--- config.mk ---
export PLATFORM = sky130hd
export DESIGN_NAME = lsu_mem_ctrl_flat
export DESIGN_NICKNAME = d
export VERILOG_FILES = /design/src/rtl/lsu_mem_ctrl_pkg.sv /design/src/rtl/lsu_mem_ctrl_if.sv /design/src/rtl/lsu_extend.sv /design/src/rtl/lsu_mem_ctrl.sv /design/src/flat_wrapper.sv
export SDC_FILE = /design/constraint.sdc
export NUM_CORES = 1
export LEC_CHECK = 0
export CAP_MARGIN = 15
export CORE_UTILIZATION = 42
export CTS_CLUSTER_SIZE = 10
export DETAILED_ROUTE_END_ITERATION = 10
export PLACE_DENSITY = 0.95
export SYNTH_ARGS = -nofsm -noshare
export SYNTH_HDL_FRONTEND = slang
export SYNTH_SLANG_ARGS = --single-unit
--- constraint.sdc ---
create_clock -name clk -period 3.4 [get_ports clk]
set_clock_uncertainty 0.15 [all_clocks]
set_input_delay 0.34 -clock clk [delete_from_list [all_inputs] [get_ports clk]]
set_output_delay 0.34 -clock clk [all_outputs]
set_load 0.005 [all_outputs]
--- src/rtl/lsu_mem_ctrl_pkg.sv ---
// Shared types and constants for the load/store unit: access-size encoding,
// FSM state enum and default datapath widths.
package lsu_mem_ctrl_pkg;

   localparam int XLEN_DEF = 19;
   localparam int ALEN_DEF = 19;

   localparam logic [1:0] BYTE      = 2'b00;
   localparam logic [1:0] HALF_WORD = 2'b01;
   localparam logic [1:0] WORD      = 2'b10;

   typedef enum logic [1:0] {
      IDLE = 2'b00,
      REQ  = 2'b01,
      WAIT = 2'b10,
      DONE = 2'b11
   } lsu_state_t;

   // The reserved size code behaves as a full word everywhere, including on the bus.
   function automatic logic [1:0] norm_size(input logic [1:0] size);
      return (size == 2'b11) ? WORD : size;
   endfunction

endpackage

--- src/rtl/lsu_mem_ctrl_if.sv ---
// Data-memory bus between the load/store unit (master) and word-addressed
// memory (slave): req/gnt request phase, rvalid response phase.
interface lsu_mem_ctrl_if #(
   parameter int XLEN = lsu_mem_ctrl_pkg::XLEN_DEF,
   parameter int ALEN = lsu_mem_ctrl_pkg::ALEN_DEF
);

   logic            mem_req_o;
   logic            mem_we_o;
   logic [1:0]      mem_size_o;
   logic [ALEN-1:0] mem_addr_o;
   logic [XLEN-1:0] mem_wdata_o;
   logic            mem_gnt_i;
   logic            mem_rvalid_i;
   logic [XLEN-1:0] mem_rdata_i;

   modport master (
      output mem_req_o, mem_we_o, mem_size_o, mem_addr_o, mem_wdata_o,
      input  mem_gnt_i, mem_rvalid_i, mem_rdata_i
   );

   modport slave (
      input  mem_req_o, mem_we_o, mem_size_o, mem_addr_o, mem_wdata_o,
      output mem_gnt_i, mem_rvalid_i, mem_rdata_i
   );

endinterface

--- src/rtl/lsu_extend.sv ---
// Size/extension unit: keeps the low byte, half-word or full word of i_data and
// fills the upper bits with zeros (i_zext = 1) or the sign bit (i_zext = 0).
module lsu_extend
   import lsu_mem_ctrl_pkg::*;
#(
   parameter int XLEN = XLEN_DEF
) (
   input  logic [1:0]      i_size,
   input  logic            i_zext,
   input  logic [XLEN-1:0] i_data,
   output logic [XLEN-1:0] o_data
);

   logic w_fill;

   always_comb begin
      // NOTE: every output of a combinational block gets a default first, so no
      // branch can leave it unassigned and infer a latch.
      w_fill = 1'b0;
      o_data = i_data;
      case (i_size)
         BYTE: begin
            w_fill = ~i_zext & i_data[7];
            o_data = {{(XLEN-8){w_fill}}, i_data[7:0]};
         end
         HALF_WORD: begin
            w_fill = ~i_zext & i_data[15];
            o_data = {{(XLEN-16){w_fill}}, i_data[15:0]};
         end
         default: ;
      endcase
   end

endmodule

--- src/rtl/lsu_mem_ctrl.sv ---
// Multi-cycle load/store unit: latches a decoder access, runs req/gnt/rvalid to
// data memory, stalls the pipeline until DONE. Optional watchdog: LSU_TIMEOUT_EN.
module lsu_mem_ctrl
   import lsu_mem_ctrl_pkg::*;
#(
   parameter int XLEN = XLEN_DEF,
   parameter int ALEN = ALEN_DEF
`ifdef LSU_TIMEOUT_EN
   ,parameter int TIMEOUT_CYC = 64
`endif
) (
   input  logic            clk,
   input  logic            reset,
   input  logic            data_req_i,
   input  logic            data_wr_i,
   input  logic [1:0]      data_byte_i,
   input  logic            zero_extnd_i,
   input  logic [ALEN-1:0] addr_i,
   input  logic [XLEN-1:0] wdata_i,
   output logic            stall_o,
   output logic [XLEN-1:0] rdata_o,
   output logic            rdata_valid_o,
   lsu_mem_ctrl_if.master  mem,
   output logic            err_o
);

   lsu_state_t      r_state;
   lsu_state_t      w_next_state;
   logic            w_resp;
   logic            w_timeout;

   logic            r_wr;
   logic [1:0]      r_size;
   logic            r_zext;
   logic [ALEN-1:0] r_addr;
   logic [XLEN-1:0] r_wdata;
   logic [XLEN-1:0] r_rdata;
   logic            r_rdata_valid;

   logic [1:0]      w_req_size;
   logic [XLEN-1:0] w_wdata_masked;
   logic [XLEN-1:0] w_rdata_ext;

   assign w_req_size = norm_size(data_byte_i);

   lsu_extend #(.XLEN(XLEN)) u_store_mask (
      .i_size (w_req_size),
      .i_zext (1'b1),
      .i_data (wdata_i),
      .o_data (w_wdata_masked)
   );

   lsu_extend #(.XLEN(XLEN)) u_load_ext (
      .i_size (r_size),
      .i_zext (r_zext),
      .i_data (mem.mem_rdata_i),
      .o_data (w_rdata_ext)
   );

`ifdef LSU_TIMEOUT_EN
   localparam int CNT_W = (TIMEOUT_CYC > 2) ? $clog2(TIMEOUT_CYC) : 1;

   logic [CNT_W-1:0] r_cnt;
   logic             r_err;

   assign w_timeout = ((r_state == REQ) || (r_state == WAIT)) && !w_resp &&
                      (r_cnt == CNT_W'(TIMEOUT_CYC - 1));

   // Counter idles at zero, so it starts from zero on every entry to REQ.
   always_ff @(posedge clk) begin
      if (reset) begin
         r_cnt <= '0;
         r_err <= 1'b0;
      end else begin
         if ((r_state == REQ) || (r_state == WAIT)) begin
            r_cnt <= r_cnt + 1'b1;
         end else begin
            r_cnt <= '0;
         end
         if (w_timeout) begin
            r_err <= 1'b1;
         end
      end
   end

   assign err_o = r_err;
`else
   assign w_timeout = 1'b0;
   assign err_o     = 1'b0;
`endif

   always_ff @(posedge clk) begin
      if (reset) begin
         r_state <= IDLE;
      end else begin
         r_state <= w_next_state;
      end
   end

   always_comb begin
      w_next_state = r_state;
      w_resp       = 1'b0;
      case (r_state)
         IDLE: begin
            if (data_req_i) begin
               w_next_state = REQ;
            end
         end
         REQ: begin
            if (mem.mem_gnt_i && mem.mem_rvalid_i) begin
               w_next_state = DONE;
               w_resp       = 1'b1;
            end else if (mem.mem_gnt_i) begin
               w_next_state = WAIT;
            end
         end
         WAIT: begin
            if (mem.mem_rvalid_i) begin
               w_next_state = DONE;
               w_resp       = 1'b1;
            end
         end
         DONE: begin
            w_next_state = IDLE;
         end
         default: begin
            w_next_state = IDLE;
         end
      endcase
      if (w_timeout) begin
         w_next_state = DONE;
      end
   end

   always_ff @(posedge clk) begin
      // NOTE: sequential state is written with non-blocking assignments so every
      // register in this block samples the values from before the edge.
      if (reset) begin
         r_wr          <= 1'b0;
         r_size        <= BYTE;
         r_zext        <= 1'b0;
         r_addr        <= '0;
         r_wdata       <= '0;
         r_rdata       <= '0;
         r_rdata_valid <= 1'b0;
      end else begin
         r_rdata_valid <= 1'b0;
         if ((r_state == IDLE) && data_req_i) begin
            r_wr    <= data_wr_i;
            r_size  <= w_req_size;
            r_zext  <= zero_extnd_i;
            r_addr  <= addr_i;
            r_wdata <= w_wdata_masked;
         end
         // Stores complete silently; rdata_o keeps the last load result.
         if (w_resp && !r_wr) begin
            r_rdata       <= w_rdata_ext;
            r_rdata_valid <= 1'b1;
         end
         if (w_timeout && !r_wr) begin
            r_rdata       <= '0;
            r_rdata_valid <= 1'b1;
         end
      end
   end

   // Request drops in the same cycle reset is raised, not one edge later.
   assign mem.mem_req_o   = (r_state == REQ) && !reset;
   assign mem.mem_we_o    = r_wr;
   assign mem.mem_size_o  = r_size;
   assign mem.mem_addr_o  = r_addr;
   assign mem.mem_wdata_o = r_wdata;

   assign stall_o       = data_req_i && (r_state != DONE);
   assign rdata_o       = r_rdata;
   assign rdata_valid_o = r_rdata_valid;

endmodule

--- src/flat_wrapper.sv ---
// flat-port wrapper written by rule: the top's interface ports become plain ports
module lsu_mem_ctrl_flat import lsu_mem_ctrl_pkg::*;
#(
   parameter int XLEN = XLEN_DEF,
   parameter int ALEN = ALEN_DEF

)
  (clk, reset, data_req_i, data_wr_i, data_byte_i, zero_extnd_i, addr_i, wdata_i, stall_o, rdata_o, rdata_valid_o, err_o, mem_mem_req_o, mem_mem_we_o, mem_mem_size_o, mem_mem_addr_o, mem_mem_wdata_o, mem_mem_gnt_i, mem_mem_rvalid_i, mem_mem_rdata_i);
  lsu_mem_ctrl_if #(.XLEN(XLEN), .ALEN(ALEN)) mem_i ();
  input  logic clk;
  input  logic reset;
  input  logic data_req_i;
  input  logic data_wr_i;
  input  logic [1:0] data_byte_i;
  input  logic zero_extnd_i;
  input  logic [ALEN-1:0] addr_i;
  input  logic [XLEN-1:0] wdata_i;
  output logic stall_o;
  output logic [XLEN-1:0] rdata_o;
  output logic rdata_valid_o;
  output logic err_o;
  output wire logic [$bits(mem_i.mem_req_o)-1:0] mem_mem_req_o;
  output wire logic [$bits(mem_i.mem_we_o)-1:0] mem_mem_we_o;
  output wire logic [$bits(mem_i.mem_size_o)-1:0] mem_mem_size_o;
  output wire logic [$bits(mem_i.mem_addr_o)-1:0] mem_mem_addr_o;
  output wire logic [$bits(mem_i.mem_wdata_o)-1:0] mem_mem_wdata_o;
  input wire logic [$bits(mem_i.mem_gnt_i)-1:0] mem_mem_gnt_i;
  input wire logic [$bits(mem_i.mem_rvalid_i)-1:0] mem_mem_rvalid_i;
  input wire logic [$bits(mem_i.mem_rdata_i)-1:0] mem_mem_rdata_i;
  assign mem_mem_req_o = mem_i.mem_req_o;
  assign mem_mem_we_o = mem_i.mem_we_o;
  assign mem_mem_size_o = mem_i.mem_size_o;
  assign mem_mem_addr_o = mem_i.mem_addr_o;
  assign mem_mem_wdata_o = mem_i.mem_wdata_o;
  assign mem_i.mem_gnt_i = mem_mem_gnt_i;
  assign mem_i.mem_rvalid_i = mem_mem_rvalid_i;
  assign mem_i.mem_rdata_i = mem_mem_rdata_i;
  lsu_mem_ctrl #(.XLEN(XLEN), .ALEN(ALEN)) u_core (.clk(clk), .reset(reset), .data_req_i(data_req_i), .data_wr_i(data_wr_i), .data_byte_i(data_byte_i), .zero_extnd_i(zero_extnd_i), .addr_i(addr_i), .wdata_i(wdata_i), .stall_o(stall_o), .rdata_o(rdata_o), .rdata_valid_o(rdata_valid_o), .mem(mem_i), .err_o(err_o));
endmodule
Yosys cells after proc, flatten, opt, wreduce, memory -nomap -nowiden

Index checks and enable logic that the tools add are counted.

$add $sub $neg: 0
$mul: 0
Divide/modulo/power cells: 0
Order comparisons: 0
Equality and inequality tests: 10
Shift-type cells: 0
Muxes and demuxes: 12
Bitwise gates (word level): 3
Reductions and logical operators: 11

Operator list:

| operator                                             | count |
|---|---|
| case mux 19 bit (2 select lines)                     | 2 |
| 2-to-1 mux 2 bit                                     | 5 |
| case mux 2 bit (4 select lines)                      | 1 |
| equality test 2 x 1 -> 1 bit (second input constant) | 3 |
| equality test 2 bit (second input constant)          | 3 |
| logical NOT 2 bit                                    | 3 |
| != test 2 bit (second input constant)                | 3 |
| logical AND 1 bit                                    | 5 |
| 2-to-1 mux 1 bit                                     | 3 |
| != test 3 x 2 -> 1 bit (second input constant)       | 1 |
| AND reduction 3 bit                                  | 1 |
| bitwise AND 1 bit                                    | 2 |
| logical NOT 1 bit                                    | 2 |
| case mux 1 bit (2 select lines)                      | 1 |
| inverter 1 bit                                       | 1 |

Register bits: 64
Latch bits: 0
Memory bits (writable): 0
Memory bits (read-only): 0
Output and inout bits: 64
Logic and storage cells: 44
Memories: 0

Logic depth before layout (Yosys ltp)

Gate-level depths: netlist of the first run.

Depth in word-level cells: 5
Depth in mapped cells: 7
Mapped depth without buffers: 5

Hierarchy

Synthesis of the first run repeated with hierarchy kept, for this count alone.

Cells, all modules: 371
Area total of the unflattened synthesis: 3017.9 um2

By module, submodules not included:

| module       | times used | cells an instance | area an instance (um2) | seq. area each (um2) |
|---|---|---|---|---|
| lsu_mem_ctrl | 1          | 301               | 2590.0                 | 1281.2 |
| lsu_extend   | 2          | 35                | 214.0                  | 0.0 |

Worst setup path before layout of the first run

No wires, ideal clock.

Kind: flip-flop to flip-flop
Start point: reg u_core.r_state[0]
End point: reg u_core.r_rdata[16] (netlist: u_core.rdata_o[16])
Library setup time: 0.134 ns
Arrival: 1.373 ns
Required time: 3.116 ns
Setup slack: 1.743 ns
Cell stages (with the launch flop): 8
Buffers on the path: 2
Cells stage by stage: dfxtp_1 -> inv_1 -> ha_1 -> and3b_1 -> buf_4 -> buf_6 -> a21oi_1 -> a211oi_1

Cells in the longest elaborated chain, start to end: 3
Elaborated cells on any way between the ends: 4

RTL lines:

| item                                                                | line                | RTL |
|---|---|---|
| start, declared                                                     | lsu_mem_ctrl.sv:27  | `lsu_state_t r_state;` |
| start signal, assigned                                              | lsu_mem_ctrl.sv:96  | `r_state <= w_next_state;` |
| equality test 2 bit or equality test 2 x 1 -> 1 bit (tied branches) | lsu_mem_ctrl.sv:103 | `case (r_state)` |
| case mux 1 bit (2 select lines) *                                   | lsu_mem_ctrl.sv:103 |  |
| logical AND 1 bit *                                                 | lsu_mem_ctrl.sv:156 | `if (w_resp && !r_wr) begin` |
| end signal, assigned                                                | lsu_mem_ctrl.sv:157 | `r_rdata <= w_rdata_ext;` |
| end, declared                                                       | lsu_mem_ctrl.sv:37  | `logic [XLEN-1:0] r_rdata;` |

Every way passes the cells marked *; elsewhere a longest branch is shown, timed or not.
A chain may end at the register's enable or synchronous reset.

Worst setup path after layout of the first run

Start point: reg u_core.r_state[0]
End point: reg u_core.r_rdata[9] (netlist: u_core.rdata_o[9])

Same word-level chain as after synthesis.

==> results.md, run 1 <==
- RSZ-0062 raised after global routing: no
- H-tree depth: 3
- Number of max-cap violations: 0
- Syn_area_per_cell: around 8.4 um2
- Design area: 0.004008 mm2
- Final setup fails: 0
- Slew HR: around 40%
- # diodes: 0
- Status: completed
- Minimum clock period: roughly 2.3 ns
- Crit path from: u_core.r_state[0]$_SDFFE_PP0P_
- Via Count: around 2.6k
- Post-Synthesis Cells: between 200 and 300
- Syn nets: 370
- Critical Path RT: 3.49 ns
- Worst setup slack after placement: ~1.1 ns
- P_leak: 0.001434 uW
- Synthesized area: 0.002516 mm2
- Kind of critical path: flop to flop
- Non-Filler Instances: ~500
- Final net count: 489
- Synth warn: 0
- Sequential share of the synthesized area: a little over 50%
- Clock tree root buffer cell: clkbuf_8
- Full die area: 0.006304 mm2
- HPWL Detailed: between 4 and 5 mm
- Hold_ws: roughly 0.3 ns
- Setup TNS Final: 0 ns
- Routed wl met3: just under 500 um
- Uppermost routed layer: met4
- Met2 WL: 3.604 mm
- Clk_lat worst skew: between 0.3 and 0.4 ns
- Initial DRT Pass Iterations: 7
- Die Y: slightly below 80 um
- Hold Path Class: flop to flop
- Drt initial violations: 121
- GP Congestion: 0.7603
- Clk slew on worst S/H paths: roughly 0.07 ns
- Share of cells above drive strength 1: between 5 and 6%
- VDD IR max: between 0.3 and 0.4 mV
- Worst-Margin Slew: around 0.90 ns
- Antenna violations before repair: 0
- First-pass GRT wire length: approximately 12 mm
- Max-slew violation count: 0
- CTS tree: done
- Fin crit share: ~67%
- # rows: 27
- FMAX: 440.7 MHz
- Commonest cells after routing, fill and taps aside: 127 x clkdlybuf4s50_1, 68 x nand2_1, 64 x dfxtp_1, 63 x a21oi_1
- CTS Buffer Depth: 2
- Main synth FF type: dfxtp_1
- Worst setup margin: 1.131 ns
- Hold_buf cts: 0
- IO Count: 130
- Inst Count DP: about 480
- M1 WL: 2.872 mm
- CP Data Arrival Time: about 2.4 ns
- Async set or reset register ratio after synthesis: 0%
- Launching point of the worst reg2reg path: u_core.r_state[0]$_SDFFE_PP0P_
- Vias/cell: between 5 and 6
- Initial Utilization: about 45%
- Die span in x: around 79 um
- Synthesized flop and latch total: 64
- WL per Instance: between 10 and 15 um
- CP max FO: 11
- Final wirelength: 7.162 mm
- Post-CTS Setup Bufs: 0
- Worst setup EP type: flop
- Power Density: 663.1 mW/mm2
- Total global-route track usage: about a quarter
- CP startpoint kind: flop
- Gr ovfl total: 0
- Routed Antenna Nets: 0
- Final hold vios: 0
- Hold Crit Start: u_core.mem.mem_wdata_o[16]$_SDFFE_PP0P_
- CTS buffer count: 9
- Most common cell after layout, fill and taps aside: clkdlybuf4s50_1
- Largest net degree at the start of global routing: 65
- Post-synth EDFFs: 0
- Number of global-route vias before repair: between 2k and 2.5k
- DR DRC count: 0
- Synthesis-to-finish area growth: 59.27%
- Post_cts resized: 0
- Area of the core: around 0.0056 mm2
- Num Clock Sinks: 64
- Post-synth cell types: 33
- Post-placement cell area: ~0.0038 mm2
- Port Buffers: approximately 130
## through the flow
step                util [%]  total power [uW]
detailed placement     67.13              1950
global placement       67.13              1916
global route           71.04              2831
finish                 71.04              2657
CTS                    71.04              2673
floorplan                  -              1540
## state kept, by name, summed over array words and instances, names as in the netlist
register and flops:
u_core.r_zext 1, u_core.mem.mem_wdata_o 19, u_core.mem.mem_addr_o 19, u_core.rdata_valid_o 1, u_core.r_state 2, u_core.mem.mem_we_o 1, u_core.mem.mem_size_o 2, u_core.rdata_o 19
## cells in the mapped netlist (4+ instances only)
master	count	area (um2)
nand3_1	11	55.05
buf_1	4	15.01
buf_2	7	35.03
a22oi_1	8	60.06
buf_4	4	30.03
a211oi_1	11	82.58
clkbuf_1	7	26.28
dfxtp_1	64	1281
ha_1	5	62.56
nor2_1	10	37.54
a21oi_1	63	315.3
nand2_1	68	255.2
nor2b_1	5	31.28
o21ai_0	8	40.04
## kinds of logic (layout without fill, tap and decap cells)
group / Yosys count / count (layout) / synth area share [%]
AND/OR/NAND/NOR: 107 / 107 / 19.10
AO/OA/AOI/OAI: 96 / 96 / 21.93
flip-flops: 64 / 64 / 50.92
buffers and inverters: 25 / 149 / 4.973
adder cells (fa/ha/maj): 5 / 5 / 2.486
other: 1 / 1 / 0.1490
multiplexers: 1 / 1 / 0.4475
## worst paths after layout
path                                                                end  slack, ns  cells past startpoint
worst max-delay path                     u_core.rdata_o[9]$_SDFFE_PP0P_       1.13                      5
worst min-delay path            u_core.mem.mem_wdata_o[16]$_SDFFE_PP0P_       0.30                      2
worst max register to register           u_core.rdata_o[9]$_SDFFE_PP0P_       1.13                      5
worst min register to register  u_core.mem.mem_wdata_o[16]$_SDFFE_PP0P_       0.30                      2
## report_power, final
part	switching, uW	internal (uW)	leakage, uW
sequential	86.5	887	0.000522
clock	304	412	0.000101
combinational	502	466	0.000811
total	892	1770	0.00143
## final cells by class
class	count	area, um2
clock buffer	9	123.9
sequential	64	1281
clock inverter	7	96.34
inverter	2	7.507
fill	453	1634
tap	72	90.09
multi-input combinational	210	1110
timing repair buffer	131	1299
## layer usage
| metal | up-vias | GRT usage, % |
|---|---|---|
| met5 | - | 0 |
| met4 | 0 | 12.18 |
| met3 | 20 | 6.400 |
| met2 | 107 | 38.97 |
| met1 | 1229 | 28.16 |
| li1 | 1264 | - |
## critical path: stages (launching register included)
cell and delay (ns):
dfxtp_1 0.39, inv_1 0.10, ha_1 0.26, a21oi_1 0.65, nor2_1 0.33, a211oi_1 0.30
Note: power is estimated with default switching activity, not from simulation.
==> run 2: changes to the inputs <==
Settings changed: CORE_UTILIZATION 42 to 36, PLACE_DENSITY 0.95 to 0.88.
Clock period 3.4 ns to 2.02 ns, I/O delays scaled along.
==> run 2 against run 1 <==
  * Register-to-register slack worse by 0.99 ns
  * Design area grew 2.9%
  * Critical path depth shrank 2
  * Count of clock-buffer cells in the layout unchanged
  * Power up 82%
  * Highest routed layer unchanged
  * Clock power grew 110%
  * Sequential share of layout area shrank 0.90 points
  * Die area grew 16%
==> results.md, run 2 (synthesis gave the netlist of run 1 again) <==
- Status: completed
- Sw frac: 31.70% (-1.9 points)
- Vias/cell: 5.124 (-3.2%)
- Synthesis-to-finish area growth: 63.90%
- Most common cell after layout, fill and taps aside: clkdlybuf4s50_1
- # rows: 30 (+11%)
- Cell-internal power: 3309 uW (+87%)
- DR DRC count: 0 (unchanged)
- Routed Antenna Nets: 0 (unchanged)
- Power Density: 1175 mW/mm2 (+77%)
- Commonest cells after routing, fill and taps aside: 126 x clkdlybuf4s50_1, 68 x nand2_1, 64 x dfxtp_1, 63 x a21oi_1
- Final hold vios: 0 (unchanged)
- Hold EP: u_core.mem.mem_addr_o[7]$_SDFFE_PP0P_
- Worst-Margin Slew: 0.6767 ns (-0.2187 ns)
- Die span in x: 85.60 um (+7.8%)
- CTS buffer count: 9 (unchanged)
- Setup TNS Final: 0 ns (unchanged)
- Hold_buf cts: 0 (unchanged)
- Clock tree root buffer cell: clkbuf_8
- Crit path cell chain: ha_1 > nor2b_1 > clkdlybuf4s50_1
- Tot Pwr: 4845 uW (+82%)
- HPWL Detailed: 5.147 mm (+3.2%)
- Drt initial violations: 112 (-7.4%)
- Worst setup EP type: primary output
- Final net count: 495 (+1.2%)
- Total global-route track usage: 20.55% (-3.1 points)
- CP Data Arrival Time: 1.59 ns (-0.77 ns)
- Largest net degree at the start of global routing: 65 (unchanged)
- Final setup fails: 0 (unchanged)
- Post_cts resized: 2 (+2)
- Max-slew violation count: 0 (unchanged)
- P_leak: 0.001513 uW (+5.5%)
- R2r setup slk: 0.14 ns (-0.99 ns)
- Reg power frac: 34.0% (-2.6 points)
- Launching point of the worst reg2reg path: u_core.r_state[0]$_SDFFE_PP0P_
- CP max FO: 4 (-7)
- IO Count: 130 (unchanged)
- Final wirelength: 7.301 mm (+1.9%)
- Post-CTS Setup Bufs: 0 (unchanged)
- Crit path buffers/inverters: 1 (unchanged)
- Number of max-cap violations: 0 (unchanged)
- Gr ovfl total: 0 (unchanged)
- Initial DRT Pass Iterations: 4 (-3)
- Initial Utilization: 37.24% (-7.4 points)
- GP Congestion: 0.8303 (+9.2%)
- Port Buffers: 128 (unchanged)
- Fin crit share: a little over nine tenths
- Minimum clock period: between 1.5 and 2 ns
- WHS Path Cells: 3 (+1)
- Clk_lat worst skew: 0.34 ns (about the same)
- # diodes: 0 (unchanged)
- Clk network pwr share: 30.2% (+3.3 points)
- Slew HR: 54.88% (+15 points)
- NetSw: 1536 uW (+72%)
- Worst R2R End: u_core.rdata_o[13]$_SDFFE_PP0P_
- Kind of critical path: flop to primary output
- CP startpoint kind: flop
- CTS Buffer Depth: 2 (unchanged)
- Critical Path RT: 1.67 ns (-1.82 ns)
- H-tree depth: 3 (unchanged)
- Hold Crit Start: addr_i[7]
- Critical path's slowest cell: clkdlybuf4s50_1
- Die Y: 85.60 um (+7.8%)
- Worst path max stage delay: 0.51 ns (-0.14 ns)
- RSZ-0062 raised after global routing: no
- FMAX: about 500 MHz
- Number of global-route vias before repair: 2592 (+6.9%)
- WL per Instance: 14.34 um (-0.86%)
- Register-to-Register Path Depth: 6 (+1)
- Full die area: 0.007327 mm2 (+16%)
- Hold Path Class: input port to flop
- Area of the core: 0.006756 mm2 (+20%)
- CTS tree: done
- Antenna violations before repair: 0 (unchanged)
- CP top delay family: buffers and inverters
- VDD IR max: 0.5931 mV (+58%)
- Clk slew on worst S/H paths: 0.07 ns (about the same)
- Comb power frac: 35.8% (-0.6 points)
- Num Clock Sinks: 64 (unchanged)
- First-pass GRT wire length: 11.83 mm (+2.7%)
- Share of cells above drive strength 1: 7.226% (+1.8 points)
- Via Count: 2608 (-0.46%)
run 2: stage by stage:
stage / utilization, % / std cells / setup slack [ns] / area (um2) / hold slack, ns
floorplan: - / 299 / 0.3631 / 2516 / 0.1880
global placement: 56.87 / 493 / 0.2562 / 3842 / 0.2875
finish: 61.04 / 509 / 0.07429 / 4124 / 0.2591
global route: 61.04 / 509 / 0.04657 / 4124 / 0.2568
CTS: 61.00 / 509 / 0.005662 / 4121 / 0.2425
detailed placement: 56.87 / 493 / 0.2015 / 3842 / 0.2965
run 2: power groups by stage:
stage               registers [uW]  clock network [uW]  logic [uW]
finish                        1650                1470        1730
global route                  1670                1560        1910
CTS                           1640                1490        1740
detailed placement            1670                   0        1710
global placement              1650                   0        1660
floorplan                     1660                   0         928
run 2: worst max-delay path by stage:
stage	cells past startpoint	endpoint	slack, ns	startpoint
after floorplan	7	u_core.rdata_o[16]$_SDFFE_PP0P_	0.36	u_core.r_state[0]$_SDFFE_PP0P_
after global placement	3	stall_o	0.26	data_req_i
after detailed placement	3	stall_o	0.20	data_req_i
after CTS	4	mem_mem_req_o	0.006	u_core.r_state[1]$_SDFFE_PP0P_
after global routing	3	stall_o	0.05	u_core.r_state[0]$_SDFFE_PP0P_
final	3	stall_o	0.07	u_core.r_state[0]$_SDFFE_PP0P_
run 2: cell type report:
cell class                      count  area, um2
Tap cell                           80      100.1
Timing Repair Buffer              137       1346
Inverter                            2      7.507
Clock inverter                      7      142.6
Multi-Input combinational cell    210       1122
Fill cell                         572       2633
Sequential cell                    64       1281
Clock buffer                        9      123.9
run 2: layer usage:
layer,part of all wire (%),GRT usage (%),wire length [um]
met4,2.3,8.788,167
met3,6.6,6.064,484
met2,51,36.58,3744
met1,40,22.78,2903
met5,0,0,0
run 2: worst register-to-register path, stage by stage, from the launching register on:
cell and delay (ns):
dfxtp_1 0.45, inv_1 0.12, ha_1 0.34, and3b_1 0.17, buf_4 0.23, a21oi_1 0.11
a211oi_1 0.23
